--- config.mk ---
export PLATFORM = sky130hd
export DESIGN_NAME = register_file
export DESIGN_NICKNAME = d
export VERILOG_FILES = /design/src/rtl/register_file.sv
export SDC_FILE = /design/constraint.sdc
export NUM_CORES = 2
export LEC_CHECK = 0
export BUFFER_PORTS_ARGS = -buffer_cell sky130_fd_sc_hd__buf_2
export CAP_MARGIN = 20
export CELL_PAD_IN_SITES_DETAIL_PLACEMENT = 1
export CELL_PAD_IN_SITES_GLOBAL_PLACEMENT = 1
export CORE_ASPECT_RATIO = 2
export CORE_MARGIN = 8
export CORE_UTILIZATION = 58
export CTS_CLUSTER_DIAMETER = 150
export DETAILED_ROUTE_END_ITERATION = 10
export PLACE_DENSITY_LB_ADDON = 0.1
export SETUP_SLACK_MARGIN = 0.05
export SLEW_MARGIN = 20
export SYNTH_ARGS = -nofsm -noshare
export SYNTH_HDL_FRONTEND = slang
export SYNTH_SLANG_ARGS = --single-unit
--- constraint.sdc ---
create_clock -name Sys_clk -period 6.1 [get_ports Sys_clk]
set_input_delay 1.22 -clock Sys_clk [delete_from_list [all_inputs] [get_ports Sys_clk]]
set_output_delay 1.22 -clock Sys_clk [all_outputs]
set_load 0.02 [all_outputs]
--- src/rtl/register_file.sv ---
// Architectural register file with per-register rename tags (busy bit + RoB tag).
// Optional same-cycle commit forwarding on operand reads: define REGFILE_COMMIT_BYPASS_EN.
module register_file #(
    parameter int                       REG_WIDTH    = 5,
    parameter int                       EX_REG_WIDTH = 6,
    parameter logic [EX_REG_WIDTH-1:0]  NON_REG      = 6'b100000,
    parameter int                       RoB_WIDTH    = 8,
    parameter int                       EX_RoB_WIDTH = 9,
    parameter logic [EX_RoB_WIDTH-1:0]  NON_DEP      = 9'b100000000
) (
    input  logic                     Sys_clk,
    input  logic                     Sys_rst,
    input  logic                     Sys_rdy,
    input  logic                     DPRF_en,
    input  logic [EX_REG_WIDTH-1:0]  DPRF_rs1,
    input  logic [EX_REG_WIDTH-1:0]  DPRF_rs2,
    input  logic [EX_REG_WIDTH-1:0]  DPRF_rd,
    input  logic [RoB_WIDTH-1:0]     DPRF_RoB_index,
    output logic [EX_RoB_WIDTH-1:0]  RFDP_Qj,
    output logic [EX_RoB_WIDTH-1:0]  RFDP_Qk,
    output logic [31:0]              RFDP_Vj,
    output logic [31:0]              RFDP_Vk,
    input  logic                     RoBRF_en,
    input  logic [EX_REG_WIDTH-1:0]  RoBRF_rd,
    input  logic [RoB_WIDTH-1:0]     RoBRF_RoB_index,
    input  logic [31:0]              RoBRF_value,
    input  logic                     RoBRF_pre_judge
);

    localparam int NUM_REGS = 1 << REG_WIDTH;

    typedef struct packed {
        logic [EX_RoB_WIDTH-1:0] q;
        logic [31:0]             v;
    } operand_t;

    logic [31:0]          value_q [NUM_REGS];
    logic [31:0]          value_d [NUM_REGS];
    logic                 busy_q  [NUM_REGS];
    logic                 busy_d  [NUM_REGS];
    logic [RoB_WIDTH-1:0] tag_q   [NUM_REGS];
    logic [RoB_WIDTH-1:0] tag_d   [NUM_REGS];

    operand_t op1, op2;

    // Any index with the extension bit set is treated as "no register", not just NON_REG.
    function automatic operand_t read_src(input logic [EX_REG_WIDTH-1:0] s);
        operand_t                r;
        logic [REG_WIDTH-1:0]    idx;
        idx = s[REG_WIDTH-1:0];
        r.q = NON_DEP;
        r.v = '0;
        if (!s[REG_WIDTH] && idx != '0) begin
            r.v = value_q[idx];
            if (busy_q[idx]) begin
                r.q = {1'b0, tag_q[idx]};
`ifdef REGFILE_COMMIT_BYPASS_EN
                if (RoBRF_en && s == RoBRF_rd && tag_q[idx] == RoBRF_RoB_index) begin
                    r.q = NON_DEP;
                    r.v = RoBRF_value;
                end
`endif
            end
        end
        return r;
    endfunction

    always_comb begin
        op1 = read_src(DPRF_rs1);
        op2 = read_src(DPRF_rs2);
    end

    assign RFDP_Qj = op1.q;
    assign RFDP_Vj = op1.v;
    assign RFDP_Qk = op2.q;
    assign RFDP_Vk = op2.v;

    // Entry 0 is never touched here, so x0 stays zero and never busy.
    always_comb begin
        // NOTE: default every next-state variable first so no path leaves it unassigned (no latches).
        value_d = value_q;
        busy_d  = busy_q;
        tag_d   = tag_q;
        if (Sys_rdy) begin
            for (int i = 1; i < NUM_REGS; i++) begin
                if (RoBRF_en && RoBRF_rd == EX_REG_WIDTH'(i)) begin
                    value_d[i] = RoBRF_value;
                end
                if (!RoBRF_pre_judge) begin
                    busy_d[i] = 1'b0;
                end else if (DPRF_en && DPRF_rd == EX_REG_WIDTH'(i)) begin
                    busy_d[i] = 1'b1;
                    tag_d[i]  = DPRF_RoB_index;
                end else if (RoBRF_en && RoBRF_rd == EX_REG_WIDTH'(i)
                             && busy_q[i] && tag_q[i] == RoBRF_RoB_index) begin
                    busy_d[i] = 1'b0;
                end
            end
        end
    end

    // NOTE: this array is flop-based architectural state that must read as zero after reset,
    // so it is reset explicitly rather than left to a RAM macro.
    always_ff @(posedge Sys_clk or negedge Sys_rst) begin
        if (!Sys_rst) begin
            for (int i = 0; i < NUM_REGS; i++) begin
                value_q[i] <= '0;
                busy_q[i]  <= 1'b0;
                tag_q[i]   <= '0;
            end
        end else begin
            // NOTE: non-blocking assignments keep every flop sampling pre-edge values.
            value_q <= value_d;
            busy_q  <= busy_d;
            tag_q   <= tag_d;
        end
    end

endmodule

==> qor.yml <==
status: "finished, final reports clean"
cp_top_family: "buffers and inverters"
cts_resized: 0
crit_path_max_incr_delay_ps: 790
drive_above_1_share: 0.494
drc: 0
finalCritPeriodShare: 0.895
cpMaxStageDelayCell: "buf_4"
crit_path_start_kind: "input port"
synth_top_cell_area_share: 0.443
synth_area_um2: 71800
yosys.area.top_type: "dfrtp_1"
pin_count: 160
root_buffer: "clkbuf_16"
finalHoldViolations: 0
synth_nets: 5107
pwr-share-seq: 0.463
power_switching_uw: 5680
rsz0062_at_grt: "no"
route.vias.total: 48370
synth_top_family_by_area: "multiplexers"
endpoint_kind: "primary output"
synth_ff_type: "dfrtp_1"
tritoncts: "yes"
synth_adder_area_share: 0
grt_use_met3: 0.0785
clk_pin_slew_ps: 60
crit_buf_inv: 3
dieWidth_um: 265
crit_required_ps: 4880
firstDrtPassIters: 5
crit_type: "input port to primary output"
drt_iter0_drc: 4042
hold_class: "input port to async pin"
cap_violations: 0
fin_ws_ps: 638
swShare: 0.273
worst-endpoint-arrival_ps: 4240
finClkSkew_ps: 25.0
post_cts_buffers: 0
grt_pass1_vias: 53614
row_count: 182
power.share.combinational: 0.148
numCtsBuffers: 118
met2_usage: 0.641
fmax_ghz: 0.183
antenna_found_initial: 22
ir_drop_v: 0.000290
cts-htree-levels: 3
yosys.area_share.simple: 0.0303
maxSlewViolCount: 0
finalSetupTns_ps: 0
slew_headroom: 0.154
p_leak_uw: 0.0355
wl_per_cell_um: 39.3
grt_usage: 0.385
syn_inst: 5029
synthMuxAreaShare: 0.418
grt_pass1_wl_mm: 382
powerDensity_nw_per_um2: 266
clk_latency_ps: 750
critPathMaxFanout: 51
synth_area_leaders: "dfrtp_1 44%, mux2_2 21%, mux4_2 19%, mux2i_1 2.0%, xor2_1 1.8%"
core_um2: 123000
synth-compound-area-share: 0.0414
ys_seq_area_frac: 0.443
worst_pin_slew_ps: 1270
grtUsageMet1: 0.432
dieArea_um2: 136000
yosys_warnings: 0
dieHeight_um: 513
top_usage_layer: "met2"
synth-edff-count: 0
gr-total-overflow: 0
yosys.cell_types.count: 67
grt_max_degree: 145
cts.sinks: 1271
pre_cts_slack_ps: 753
area_growth_pct: 8.73
holdBufCountCts: 0
viasPerCell: 7.32
nets: 5010
gp_congestion: 1.07
routed_wirelength_mm: 260
crit_chain: "buf_8, buf_4, mux4_2, mux2i_1, nor2_1, a21oi_1, o21ai_0, buf_2"
antenna_left: 0
start_util: 0.584
cts_buffer_depth: 3
internal-power_uw: 15100
postSynthAreaPerCell_um2: 14.3
min_period_ps: 5460
ys_ff_latch: 1271
dp_hpwl_mm: 165
portBuffers: 159
setup_viol: 0
synth-xor-area-share: 0.0303
async_reset_ff_frac: 1.00
p_clk_frac: 0.390
-- final cells by class --
cell class / instances / area (um^2)
multi-input cells: 3189 / 37500
fillers: 11042 / 44900
well taps: 1564 / 1960
diodes: 11 / 27.5
inverters: 56 / 215
repair buffers: 296 / 2330
clock inverters: 58 / 802
flip-flops and latches: 1271 / 31800
clock buffers: 160 / 3390
-- placed cells by master (no fill, tap or decap), types with 19 or more instances in the layout --
cell / count
nand2_1: 91
nor3_1: 19
mux2_1: 24
a22o_1: 35
o22ai_1: 42
mux4_2: 591
inv_1: 55
clkbuf_8: 24
a21oi_1: 112
dfrtp_1: 1271
buf_2: 150
o21ai_0: 103
mux2_2: 1325
buf_4: 103
a22oi_1: 22
nand4_1: 28
xor2_1: 145
nor2_1: 47
xnor2_1: 103
o211ai_1: 48
o21ai_1: 27
nand3_1: 44
mux2i_1: 146
clkinv_2: 24
nor2b_1: 44
buf_12: 35
nor4_1: 38
clkbuf_16: 120
-- kinds of logic (layout without fill, tap and decap cells) --
kind of cell / Yosys count / in the layout
mux: 2086 / 2086
buf+inv: 569 / 570
xor+xnor: 248 / 248
compound gates: 459 / 459
simple gates: 396 / 396
flops: 1271 / 1271
other cells: 0 / 11
-- sequential cells by signal, summed over array words and instances (netlist names) --
signal,flops
value_q,992
busy_q,31
tag_q,248
-- power by group through the flow --
stage	Combinational (uW)	Clock [uW]	Sequential [uW]
6_report	3070	8100	9610
3_3_place_gp	2930	0	9660
3_5_place_dp	3030	0	9730
4_1_cts	3050	8200	9580
5_1_grt	3230	8470	9670
2_1_floorplan	2090	0	9510
-- metrics by stage --
stage          total power, uW  instances   util  hold slack, ps  area [um^2]
3_5_place_dp             12800       6376  0.600             504        73800
4_1_cts                  20800       6594  0.634             519        78000
5_1_grt                  21400       6596  0.634             496        78000
2_1_floorplan            11600       5029      -             462        71800
3_3_place_gp             12600       6374  0.600             482        73800
6_report                 20800       6605  0.634             397        78000
-- layer usage --
layer	wire length, um	vias up
met2	130000	2239
met4	24800	24
li1	-	18917
met5	169	-
met3	17300	1015
met1	87600	26175
-- worst reg2reg max path, cell delays in order (launching register included) --
cell	delay [ps]
dfrtp_1	440
xor2_1	200
nor4_2	1060
nand4_1	190
a31o_2	290
-- worst paths after layout --
check | start | to | slack, ps | depth (start not counted)
max | DPRF_rs1[1] | RFDP_Vj[30] | 640 | 8
min | Sys_rst | value_q[895] | 400 | 1
max reg2reg | tag_q[198] | busy_q[24] | 3830 | 4
min reg2reg | value_q[395] | value_q[395] | 520 | 1
max in group asynchronous | Sys_rst | value_q[589] | 4020 | 2
min in group Sys_clk | value_q[395] | value_q[395] | 520 | 1
-- cells in the mapped netlist, types with 5 or more instances --
master / instances
clkbuf_1: 258
nor3_4: 7
o211ai_1: 48
nor2b_1: 46
mux2_1: 24
o21ai_1: 27
a22oi_1: 22
a221o_1: 14
nand2_1: 102
o221ai_1: 7
mux4_2: 591
buf_6: 21
dfrtp_1: 1271
a22o_1: 35
a221oi_1: 12
buf_1: 33
nand4_1: 28
mux2i_1: 146
o22ai_1: 42
nor4_1: 39
a21oi_1: 112
xor2_1: 145
buf_4: 41
nor3_1: 20
and3_1: 6
nand2b_1: 18
nand3_1: 45
o21ai_0: 103
xnor2_1: 103
nor3_2: 9
a211oi_1: 7
inv_1: 55
a31o_2: 5
nor2_1: 51
buf_2: 158
mux2_2: 1325
(Power assumes the default switching activity.)
